`src/rtl/id_pc_redirect_pkg.sv`:
```
// id_pc_redirect_pkg: compare codes, branch op encodings and FSM states shared by the PC redirect block
package id_pc_redirect_pkg;
  localparam logic [1:0] EQ = 2'b00, LT = 2'b01, GT = 2'b10;
  typedef enum logic [2:0] {BR_NONE, BEQ, BNE, BLT, BGE, JAL, JALR} br_op_e;
  typedef enum logic [1:0] {BOOT, RUN, REDIR} state_e;
  function automatic logic is_cond(input logic [2:0] op);
    return op == BEQ || op == BNE || op == BLT || op == BGE;
  endfunction
endpackage

```
`src/rtl/id_pc_redirect_if.sv`:
```
// id_pc_redirect_if: ID-stage decision inputs and fetch-side outputs; BR_STATS_EN adds branch counters
interface id_pc_redirect_if;
  logic        stall;
  logic        id_valid;
  logic [2:0]  id_br_op;
  logic [1:0]  branch;
  logic [31:0] id_pc;
  logic [31:0] id_imm;
  logic [31:0] id_rs1;
  logic [31:0] pc;
  logic        pc_valid;
  logic        flush_if_id;
  logic        redirect;
`ifdef BR_STATS_EN
  logic [31:0] br_taken_cnt;
  logic [31:0] br_ntaken_cnt;
  modport master (output stall, id_valid, id_br_op, branch, id_pc, id_imm, id_rs1,
                  input pc, pc_valid, flush_if_id, redirect, br_taken_cnt, br_ntaken_cnt);
  modport slave  (input stall, id_valid, id_br_op, branch, id_pc, id_imm, id_rs1,
                  output pc, pc_valid, flush_if_id, redirect, br_taken_cnt, br_ntaken_cnt);
`else
  modport master (output stall, id_valid, id_br_op, branch, id_pc, id_imm, id_rs1,
                  input pc, pc_valid, flush_if_id, redirect);
  modport slave  (input stall, id_valid, id_br_op, branch, id_pc, id_imm, id_rs1,
                  output pc, pc_valid, flush_if_id, redirect);
`endif
endinterface

```
`src/rtl/id_pc_redirect_br_taken.sv`:
```
// id_br_taken: combinational taken decode and word-aligned redirect target
module id_br_taken import id_pc_redirect_pkg::*; (
  input  logic [2:0]  op_i,
  input  logic [1:0]  code_i,
  input  logic [31:0] pc_i,
  input  logic [31:0] imm_i,
  input  logic [31:0] rs1_i,
  output logic        taken_o,
  output logic [31:0] target_o
);
  logic [31:0] sum;
  always_comb begin
    taken_o = op_i == BEQ ? code_i == EQ :
              op_i == BNE ? code_i != EQ :
              op_i == BLT ? code_i == LT :
              op_i == BGE ? code_i != LT :
              op_i == JAL || op_i == JALR;
    sum = (op_i == JALR ? rs1_i : pc_i) + imm_i;
    // clearing both low bits also covers the JALR bit-0 clear
    target_o = sum & ~32'h3;
  end
endmodule

```
`src/rtl/id_pc_redirect.sv`:
```
// id_pc_redirect: owns the fetch PC, decides taken branches in ID and flushes IF/ID; BR_STATS_EN adds counters
module id_pc_redirect import id_pc_redirect_pkg::*; #(
  parameter logic [31:0] RESET_PC = 32'h0000_0000,
  parameter logic [31:0] PC_STEP  = 32'd4
) (
  input logic            clk,
  input logic            rst,
  id_pc_redirect_if.slave bus
);
  state_e      state_q, state_d;
  logic [31:0] pc_q, pc_d, target;
  logic        pc_valid_q, redirect_q, redirect_d, taken, qual, live;
  id_br_taken u_taken (
    .op_i     (bus.id_br_op),
    .code_i   (bus.branch),
    .pc_i     (bus.id_pc),
    .imm_i    (bus.id_imm),
    .rs1_i    (bus.id_rs1),
    .taken_o  (taken),
    .target_o (target)
  );
  always_comb begin
    live       = bus.id_valid & (state_q == RUN) & ~bus.stall;
    qual       = taken & live;
    state_d    = state_q == RUN ? (qual ? REDIR : RUN) : RUN;
    pc_d       = state_q == BOOT ? RESET_PC : bus.stall ? pc_q : qual ? target : pc_q + PC_STEP;
    redirect_d = qual;
  end
  always_ff @(posedge clk) begin
    if (rst) begin
      state_q    <= BOOT;
      pc_q       <= RESET_PC;
      pc_valid_q <= 1'b0;
      redirect_q <= 1'b0;
    end else begin
      state_q    <= state_d;
      pc_q       <= pc_d;
      pc_valid_q <= 1'b1;
      redirect_q <= redirect_d;
    end
  end
  assign bus.pc          = pc_q;
  assign bus.pc_valid    = pc_valid_q;
  assign bus.redirect    = redirect_q;
  assign bus.flush_if_id = qual;
`ifdef BR_STATS_EN
  logic [31:0] tcnt_q, tcnt_d, ncnt_q, ncnt_d;
  logic        cond;
  always_comb begin
    cond   = live & is_cond(bus.id_br_op);
    tcnt_d = cond && taken && tcnt_q != '1 ? tcnt_q + 32'd1 : tcnt_q;
    ncnt_d = cond && !taken && ncnt_q != '1 ? ncnt_q + 32'd1 : ncnt_q;
  end
  always_ff @(posedge clk) begin
    tcnt_q <= rst ? '0 : tcnt_d;
    ncnt_q <= rst ? '0 : ncnt_d;
  end
  assign bus.br_taken_cnt  = tcnt_q;
  assign bus.br_ntaken_cnt = ncnt_q;
`endif
endmodule

```
`src/flat_wrapper.sv`:
```
// flat-port wrapper written by rule: the top's interface ports become plain ports
module id_pc_redirect_flat import id_pc_redirect_pkg::*;
#(
  parameter logic [31:0] RESET_PC = 32'h0000_0000,
  parameter logic [31:0] PC_STEP  = 32'd4
)
  (clk, rst, bus_stall, bus_id_valid, bus_id_br_op, bus_branch, bus_id_pc, bus_id_imm, bus_id_rs1, bus_pc, bus_pc_valid, bus_flush_if_id, bus_redirect);
  id_pc_redirect_if bus_i ();
  input logic clk;
  input logic rst;
  input wire logic [$bits(bus_i.stall)-1:0] bus_stall;
  input wire logic [$bits(bus_i.id_valid)-1:0] bus_id_valid;
  input wire logic [$bits(bus_i.id_br_op)-1:0] bus_id_br_op;
  input wire logic [$bits(bus_i.branch)-1:0] bus_branch;
  input wire logic [$bits(bus_i.id_pc)-1:0] bus_id_pc;
  input wire logic [$bits(bus_i.id_imm)-1:0] bus_id_imm;
  input wire logic [$bits(bus_i.id_rs1)-1:0] bus_id_rs1;
  output wire logic [$bits(bus_i.pc)-1:0] bus_pc;
  output wire logic [$bits(bus_i.pc_valid)-1:0] bus_pc_valid;
  output wire logic [$bits(bus_i.flush_if_id)-1:0] bus_flush_if_id;
  output wire logic [$bits(bus_i.redirect)-1:0] bus_redirect;
  assign bus_i.stall = bus_stall;
  assign bus_i.id_valid = bus_id_valid;
  assign bus_i.id_br_op = bus_id_br_op;
  assign bus_i.branch = bus_branch;
  assign bus_i.id_pc = bus_id_pc;
  assign bus_i.id_imm = bus_id_imm;
  assign bus_i.id_rs1 = bus_id_rs1;
  assign bus_pc = bus_i.pc;
  assign bus_pc_valid = bus_i.pc_valid;
  assign bus_flush_if_id = bus_i.flush_if_id;
  assign bus_redirect = bus_i.redirect;
  id_pc_redirect #(.RESET_PC(RESET_PC), .PC_STEP(PC_STEP)) u_core (.clk(clk), .rst(rst), .bus(bus_i));
endmodule
```
`config.mk`:
```
export PLATFORM = sky130hd
export DESIGN_NAME = id_pc_redirect_flat
export DESIGN_NICKNAME = d
export VERILOG_FILES = /design/src/rtl/id_pc_redirect_pkg.sv /design/src/rtl/id_pc_redirect_if.sv /design/src/rtl/id_pc_redirect_br_taken.sv /design/src/rtl/id_pc_redirect.sv /design/src/flat_wrapper.sv
export SDC_FILE = /design/constraint.sdc
export NUM_CORES = 1
export LEC_CHECK = 0
export ABC_AREA = 1
export BUFFER_PORTS_ARGS = -buffer_cell sky130_fd_sc_hd__clkbuf_2
export CAP_MARGIN = 20
export CORE_MARGIN = 2
export CORE_UTILIZATION = 25
export DETAILED_ROUTE_END_ITERATION = 8
export PLACE_DENSITY = 0.53
export RECOVER_POWER = 100
export SLEW_MARGIN = 20
export SYNTH_ARGS = -nofsm -noshare
export SYNTH_HDL_FRONTEND = slang
export SYNTH_SLANG_ARGS = --single-unit
```
`constraint.sdc`:
```
create_clock -name clk -period 7.4 [get_ports clk]
set_input_delay 0.74 -clock clk [delete_from_list [all_inputs] [get_ports clk]]
set_output_delay 0.74 -clock clk [all_outputs]
set_load 0.05 [all_outputs]
```
Word level (Yosys, flattened, before mapping):

Cells that the tools add are included.

* bitwise gates (word level): 5
* $mul: 0
* add/sub/neg operators: 2
* $lt $le $gt $ge: 0
* div/mod/pow operators: 0
* reductions and logical operators: 6
* muxes and demuxes: 9
* equality and inequality tests: 9
* shifts and indexed selects: 0

Operators by type and width (count)
* two-way mux 32 bit: 2
* adder 32 x 3 -> 32 bit, second input constant: 1
* adder 32 bit: 1
* equality test 3 bit, second input constant: 3
* equality test 3 x 2 -> 1 bit, second input constant: 2
* two-way mux 1 bit: 6
* equality test 2 x 1 -> 1 bit, second input constant: 2
* logical NOT 2 bit: 2
* OR reduction 2 bit: 2
* AND 1 bit: 3
* equality test 3 x 1 -> 1 bit, second input constant: 1
* two-way mux 2 bit: 1
* inequality test 2 x 1 -> 1 bit, second input constant: 1
* inverter 1 bit: 2
* nonzero test 2 bit: 1
* logical OR 1 bit: 1

* memory bits (writable): 0
* input bits: 105
* bits in read-only memories: 0
* latch bits: 0
* output and inout bits: 35
* word-level logic and storage cells: 36
* memories kept: 0
* register bits: 36

Logic depth before layout (Yosys ltp):

Gate-level depths: netlist of run 1.

* depth in word-level cells: 9
* gate-level depth with buffers: 18

Hierarchy:

Synthesis of run 1 repeated with hierarchy kept, for this count alone.

* cells, all modules: 823
* area, all modules: 4805.9 um2

Modules (own cells, without submodules)
* id_br_taken: times used 1, area each 2411.1 um2, cells each 417, sequential area each 0.0 um2
* id_pc_redirect: times used 1, area each 2394.8 um2, cells each 406, sequential area each 720.7 um2

Worst setup path after synthesis of run 1:

OpenSTA, ideal clock, no wires.

* path kind: in2reg
* start point: in bus_id_br_op[0]
* end point: reg u_core.pc_q[28] (netlist: u_core.bus.pc[28])
* slack: 4425 ps
* stages on the path: 14
* arrival: 2905 ps
* path through: inv_1 -> nand3_2 -> buf_1 -> mux2_2 -> ha_1 -> inv_1 -> o21ai_0 -> nor2_1 -> a21boi_0 -> o21a_1 -> nand2_1 -> nand2_1 -> nand3_1 -> a21oi_1

* cells in the longest elaborated chain, start to end: 8
* elaborated cells on any way between the ends: 15
* those cells by class: add/sub (1); eq/ne (6); mux (6); bitwise (1); reduce/logical (1)

RTL lines
* from (decl): RTL line flat_wrapper.sv:13 `input wire logic [$bits(bus_i.id_br_op)-1:0] bus_id_br_op;`
* parallel branches: the longest is 7 deep, another holds adder 32 bit
* two-way mux 32 bit (*): RTL line id_pc_redirect.sv:26 `pc_d = state_q == BOOT ? RESET_PC : bus.stall ? pc_q : qual ? target : pc_q + PC_STEP;`
* to (signal assigned): RTL line id_pc_redirect.sv:37 `pc_q <= pc_d;`
* to (decl): RTL line id_pc_redirect.sv:11 `logic [31:0] pc_q, pc_d, target;`

Every way passes the cells marked *.
A chain may end at the register's enable or synchronous reset.

Worst setup path after layout of run 1:

* start point: in bus_stall
* end point: reg u_core.pc_q[8] (netlist: u_core.bus.pc[8])

* cells in the longest elaborated chain, start to end: 4

RTL lines
* from (decl): RTL line flat_wrapper.sv:11 `input wire logic [$bits(bus_i.stall)-1:0] bus_stall;`
* inverter 1 bit: RTL line id_pc_redirect.sv:23 `live = bus.id_valid & (state_q == RUN) & ~bus.stall;`
* AND 1 bit: RTL line id_pc_redirect.sv:23
* AND 1 bit: RTL line id_pc_redirect.sv:24 `qual = taken & live;`
* two-way mux 32 bit: RTL line id_pc_redirect.sv:26

Several ways; a longest one is shown, not always the timed one.

==> impl_metrics.csv, run 1 <==
group,metric,value,unit
grt,antenna_found_initial,0,
critical_path,cp_cell_sequence,"clkbuf_1, nor2_1, nand2_1, a31oi_1, clkbuf_1, inv_1, a21oi_1, o21ai_0, a21oi_1",
clock_network,cts_buffers,5,
sta,clock_skew,0.006603,ns
critical_path,reg2reg_setup_slack,3.58,ns
sta,fin_tns_setup,0,ns
grt,grt_pass1_vias,4976,
critical_path,critPathArrivalTime,4.77,ns
die,dieHeight,138.6,um
sta,setup_viol,0,
job,drv_cap,1,
pwr,seq_power_share,27.1,%
clock_network,ctsResizeCount,0,
pwr,p_int,0.4542,mW
detailed_routing,route.detailed.drc,0,
clock_network,cts_setup_buffers,0,
clock_network,cts_hold_buf,0,
finish,seq_area,680.7,um2
finish,multi_input_area,3492,um2
critical_path,worstRegToRegCells,9,
die,row_count,49,
critical_path,setup.worst_path.start,"bus_stall",
finish,area_delta_synth_final,22.22,%
clock_network,cts_tree,"built",
detailed_routing,dr_total_vias,5242,
detailed_routing,drt_iter0_drc,389,
sta,fin_crit_sh,61.61,%
critical_path,crit_end,"u_core.bus.pc[8]",
status,status,"complete, but fails checks",
synth,avgSynthCellArea,6.210,um2
clock_network,htreeDepth,2,
clock_network,cts_sinks,34,
detailed_routing,ant_nets,0,
sta,finalWorstPathRequiredPeriod,4.559,ns
pwr,p_total,0.7461,mW
pwr,power_density,134.8,nW/um2
sta,max_freq,219.4,MHz
synth,synth-edff-count,0,
synth,synth_cell_type_count,41,
clock_network,cts-root-buf,"clkbuf_16",
synth,synth-seq-cells,34,
critical_path,path_class,"in2reg",
pwr,netSwitchingFraction,39.12,%
status,violations,"capacitance limit, slew limit",
grt,grt_use_total,16.01,%
finish,fill_cells,2046,
sta,max-slew-margin-rel,-0.8528,%
clock_network,clk_path_buf_depth,2,
critical_path,cp.required,7.61,ns
critical_path,r2r_start,"u_core.state_q[1]",
synth,syn_area,4527,um2
detailed_routing,vias_per_cell,4.831,
pwr,power_leakage,2.471,nW
critical_path,cp-start-kind,"input pin",
clock_network,cts.clk_slew.worst_paths,0.05,ns
critical_path,reg2reg_to,"u_core.bus.pc[8]",
placement,numPortBuffers,137,
detailed_routing,firstDrtPassIters,5,
synth,yosysWarningCount,0,
critical_path,crit_path_max_fanout,34,
die,core,17840,um2
placement,gp_congestion,0.8673,
grt,grt_overflow_total,0,
critical_path,max_stage_delay,1.10,ns
critical_path,crit_path_end_kind,"register",
critical_path,slowest_stage,"clkbuf_1",
synth,postSynthCellCount,729,
finish,finalNetCount,994,
sta,hold_viol_final,0,
pwr,ir_drop,0.07837,mV
die,die_w,138.6,um
sta,rsz0062_at_grt,"no",
pwr,p_switching,0.2919,mW
synth,ys_seq_area_share,15.04,%
die,dieArea,19200,um2
finish,drive_above_1_share,19.74,%
clock_network,clk_latency,0.28,ns
pwr,p_comb_share,41.6,%
detailed_routing,wire_per_inst,14.52,um
die,pin_count,140,
grt,grt_pass1_wl,25440,um
synth,ys.flop_type,"dfxtp_1",
placement,post-dp-hpwl,12960,um
synth,async_reset_ff_share,0,%
die,start_util,25.37,%
sta,slew_viol_final,33,
pwr,clock_power_share,31.3,%
hold_path,min_path_type,"reg2reg",
detailed_routing,drt-total-wl,15760,um
finish,antennaDiodeCount,0,
grt,grt_max_degree,35,
sta,worst_pin_slew,1.509,ns
[synth_stat cells (3+ instances only)]
master	number	area share, %
buf_4	3	0.50
o21ai_0	58	6.4
inv_2	4	0.33
a21oi_1	96	11
a21o_1	3	0.50
o21bai_1	3	0.50
nand3_1	41	4.5
buf_1	4	0.33
nor4_1	4	0.55
xor2_1	20	3.9
o21ai_1	4	0.44
mux2_2	30	7.5
inv_1	66	5.5
a21boi_0	6	0.99
ha_1	34	9.4
nand3b_1	4	0.66
buf_2	4	0.44
xnor2_1	11	2.1
nand3_2	4	0.88
o21a_1	3	0.50
dfxtp_1	34	15
nor3_1	24	2.7
nand4_1	14	1.9
nand2_1	143	12
clkbuf_1	9	0.75
nor2_1	68	5.6
nand2_2	16	2.2
a31oi_1	4	0.55
[metal layers]
| layer | routed length (um) | share of wire (%) | vias to the layer above | GRT usage [%] |
|---|---|---|---|---|
| met2 | 6855 | 44 | 137 | 25.12 |
| met3 | 760 | 4.8 | 11 | 2.141 |
| met5 | 0 | 0 | - | 0 |
| met4 | 116 | 0.74 | 0 | 2.685 |
| met1 | 8023 | 51 | 2356 | 23.71 |
| li1 | - | - | 2738 | - |
[layout make-up]
class | instances | area share [%]
multi-input cells | 606 | 63.12
flip-flops and latches | 34 | 12.30
repair buffers | 138 | 11.65
well taps | 229 | 5.179
inverters | 70 | 4.749
clock buffers | 8 | 3.008
[stage by stage]
stage	util (%)	instances	hold WS [ns]	instance area, um2	setup WS [ns]
after floorplan	-	730	0.7381	4531	4.425
after global placement	30.39	1077	0.5698	5421	3.409
after detailed placement	30.39	1077	0.5712	5421	3.434
after CTS	31.32	1085	0.5874	5588	3.722
after global routing	31.01	1085	0.6149	5533	2.327
final	31.01	1085	0.5845	5533	2.841
[flip-flops by register name, indices dropped and copies added, names as in the netlist]
name / flops
u_core.bus.pc: 30
u_core.state_q: 2
u_core.bus.pc_valid: 1
u_core.bus.redirect: 1
[how the worst min path moves through the flow]
stage / from / endpoint / cells after the start
4_1_cts: u_core.bus.pc[3] / u_core.bus.pc[3] / 2
5_1_grt: u_core.bus.pc[10] / u_core.bus.pc[10] / 2
3_5_place_dp: u_core.bus.pc[10] / u_core.bus.pc[10] / 2
2_1_floorplan: u_core.state_q[0] / u_core.bus.pc[9] / 5
3_3_place_gp: u_core.bus.pc[10] / u_core.bus.pc[10] / 2
6_report: u_core.bus.pc[10] / u_core.bus.pc[10] / 2
[critical path, delay by kind of cell]
family                 cells  cell delay (ns)
AOI/OAI and AO/OA          4             0.98
buffers and inverters      3             2.63
and+or+nand+nor            2             0.40
[cells by family (layout without fill, tap and decap cells)]
group	count (synthesis)	in the layout	synth area share [%]
simple gates	324	324	32.09
flops	34	34	15.04
buf+inv	90	216	7.822
other cells	1	2	0.08284
xor+xnor	31	31	5.998
fa+ha+maj	34	34	9.398
mux	32	32	7.905
compound gates	183	183	21.67
[layout by cell type, fill, tap and decap left out, types with 24 or more instances in the layout]
cell / Yosys / final
clkbuf_1: 9 / 37
clkbuf_2: 0 / 101
nor3_1: 24 / 24
a21oi_1: 96 / 96
dfxtp_1: 34 / 34
inv_1: 66 / 67
nand2_1: 143 / 143
ha_1: 34 / 34
nor2_1: 68 / 67
mux2_2: 30 / 30
o21ai_0: 58 / 62
nand3_1: 41 / 42
[power groups by stage]
stage	registers (mW)	logic (mW)	clock network (mW)
global route	0.204	0.350	0.243
floorplan	0.227	0.196	0
global placement	0.207	0.313	0
detailed placement	0.206	0.312	0
CTS	0.202	0.314	0.237
finish	0.202	0.310	0.233
No activity file was read; power rests on OpenSTA's default activity.
==> run 2, diff against run 1 <==
Clock period 7.4 ns to 4.3 ns, I/O delays scaled along.
==> impl_metrics.csv, run 2 (synthesis results as in run 1) <==
group,metric,value,unit
status,status,"finished clean",
critical_path,reg2reg_to,"u_core.bus.pc[8]",
clock_network,cts_hold_buf,0,
detailed_routing,ant_nets,0,
clock_network,htreeDepth,2,
sta,setup_viol,0,
clock_network,cts_buffers,5,
die,core,17840,um2
sta,fin_tns_setup,0,ns
critical_path,r2r_start,"u_core.state_q[1]",
sta,slew_viol_final,0,
detailed_routing,route.detailed.drc,0,
detailed_routing,highest_layer,"met4",
pwr,power_density,225.9,nW/um2
grt,grt_max_degree,35,
pwr,netSwitchingFraction,40.08,%
finish,drive_above_1_share,20.14,%
placement,numPortBuffers,137,
finish,multi_input_area,3493,um2
critical_path,max_stage_delay,0.99,ns
finish,final_common_cell,"nand2_1",
detailed_routing,met2RoutedLength,6963,um
detailed_routing,vias_per_cell,4.858,
pwr,clock_power_share,29.0,%
sta,whs,0.3854,ns
finish,layout_common_cells,"nand2_1 (143), clkbuf_2 (103), a21oi_1 (96)",
critical_path,cp_cell_sequence,"clkbuf_2, clkbuf_1, nor2_1, nand2_1, a31oi_2, buf_4, inv_1, o21ai_0, a21oi_1, a21oi_1, a21oi_1",
critical_path,crit_end,"u_core.bus.pc[4]",
sta,worst_pin_slew,1.369,ns
sta,rsz0062_at_grt,"no",
critical_path,worst_path_most_repeated_cell,"a21oi_1",
detailed_routing,wire_per_inst,14.81,um
clock_network,clk_latency,0.28,ns
critical_path,path_class,"in2reg",
clock_network,cts_setup_buffers,0,
finish,largest_reg_flops,30,
die,pin_count,140,
critical_path,reg2reg_setup_slack,1.71,ns
detailed_routing,drt_iter0_drc,357,
die,die_w,138.6,um
pwr,power_leakage,2.480,nW
detailed_routing,route.met3.wl,860,um
die,dieHeight,138.6,um
detailed_routing,dr_total_vias,5285,
placement,post-dp-hpwl,13160,um
sta,finalWorstPathRequiredPeriod,3.386,ns
critical_path,worstRegToRegCells,9,
grt,grt_overflow_total,0,
grt,grt_pass1_wl,25890,um
critical_path,cp.required,4.50,ns
pwr,seq_power_share,27.8,%
sta,clock_skew,0.003367,ns
detailed_routing,firstDrtPassIters,5,
detailed_routing,wl_met1,8082,um
critical_path,critPathArrivalTime,3.58,ns
clock_network,cts_sinks,34,
critical_path,crit_path_max_fanout,34,
finish,fill_cells,2043,
die,start_util,25.37,%
sta,fin_crit_sh,78.75,%
pwr,p_comb_share,43.1,%
detailed_routing,drt-total-wl,16120,um
grt,antenna_found_initial,0,
hold_path,min_path_type,"in2reg",
sta,hold_viol_final,0,
placement,gp_congestion,0.8790,
finish,antennaDiodeCount,0,
pwr,p_int,0.7499,mW
pwr,ir_drop,0.1436,mV
clock_network,cts_tree,"built",
clock_network,cts-root-buf,"clkbuf_16",
hold_path,hold_depth,2,
finish,seq_area,680.7,um2
clock_network,clk_path_buf_depth,2,
critical_path,crit_path_end_kind,"register",
critical_path,cp-start-kind,"input pin",
finish,finalNetCount,997,
clock_network,ctsResizeCount,0,
sta,max_freq,295.3,MHz
sta,max-slew-margin-rel,8.741,%
die,dieArea,19200,um2
grt,grt_use_total,16.39,%
grt,grt_pass1_vias,5148,
clock_network,cts.clk_slew.worst_paths,0.05,ns
die,row_count,49,
pwr,p_switching,0.5017,mW
critical_path,setup.worst_path.start,"bus_stall",
finish,area_delta_synth_final,22.39,%
job,drv_cap,0,
critical_path,slowest_stage,"clkbuf_1",
==> run 2: cell types whose count changed in the layout (fill, tap and decap cells not counted) <==
cell | previous run | this run
buf_6 | 0 | 1
clkinv_2 | 0 | 1
o21ai_1 | 0 | 1
buf_4 | 0 | 1
clkbuf_8 | 3 | 1
nor2_2 | 2 | 3
a31oi_1 | 5 | 4
clkbuf_2 | 101 | 103
o21ai_0 | 62 | 61
nor2_4 | 2 | 1
a31oi_2 | 0 | 1
==> run 2: stage by stage <==
step	power (mW)	utilization [%]	instances	cell area [um2]	setup slack, ns
2_1_floorplan	0.7273	-	730	4531	1.635
3_3_place_gp	0.8989	30.47	1079	5436	1.043
3_5_place_dp	0.8968	30.47	1079	5436	1.042
4_1_cts	1.264	31.30	1087	5584	1.320
5_1_grt	1.341	31.05	1088	5540	0.5722
6_report	1.252	31.05	1088	5540	0.9136
==> run 2: worst min-delay path by stage <==
stage	slack, ns	startpoint	to
detailed placement	0.57	u_core.bus.pc[10]	u_core.bus.pc[10]
global placement	0.57	u_core.bus.pc[10]	u_core.bus.pc[10]
floorplan	0.49	rst	u_core.bus.pc_valid
CTS	0.36	rst	u_core.bus.pc_valid
finish	0.39	rst	u_core.bus.pc_valid
global route	0.42	rst	u_core.bus.pc_valid
==> run 2: cell type report <==
class                   instances  area share [%]
multi-input cells             606           63.05
clock inverters                 1         0.09033
flip-flops and latches         34           12.29
inverters                      70           4.743
well taps                     229           5.172
clock buffers                   7           2.575
repair buffers                141           12.08
==> run 2: power groups by stage <==
stage / Combinational (mW) / Clock (mW) / Sequential [mW]
finish: 0.540 / 0.363 / 0.348
global route: 0.605 / 0.385 / 0.350
CTS: 0.545 / 0.371 / 0.348
detailed placement: 0.542 / 0 / 0.355
global placement: 0.544 / 0 / 0.355
floorplan: 0.337 / 0 / 0.390
==> run 2: per-layer routing <==
| metal | GRT usage, % | vias up |
|---|---|---|
| met4 | 3.330 | 0 |
| met3 | 1.692 | 14 |
| met2 | 26.13 | 171 |
| met1 | 24.00 | 2359 |
| li1 | - | 2741 |
| met5 | 0 | - |
==> run 2: critical path: cells and delay by family <==
| kind | cells | cell delay [ns] |
|---|---|---|
| AO/OA/AOI/OAI | 5 | 0.62 |
| AND/OR/NAND/NOR | 2 | 0.29 |
| buffers and inverters | 4 | 2.24 |
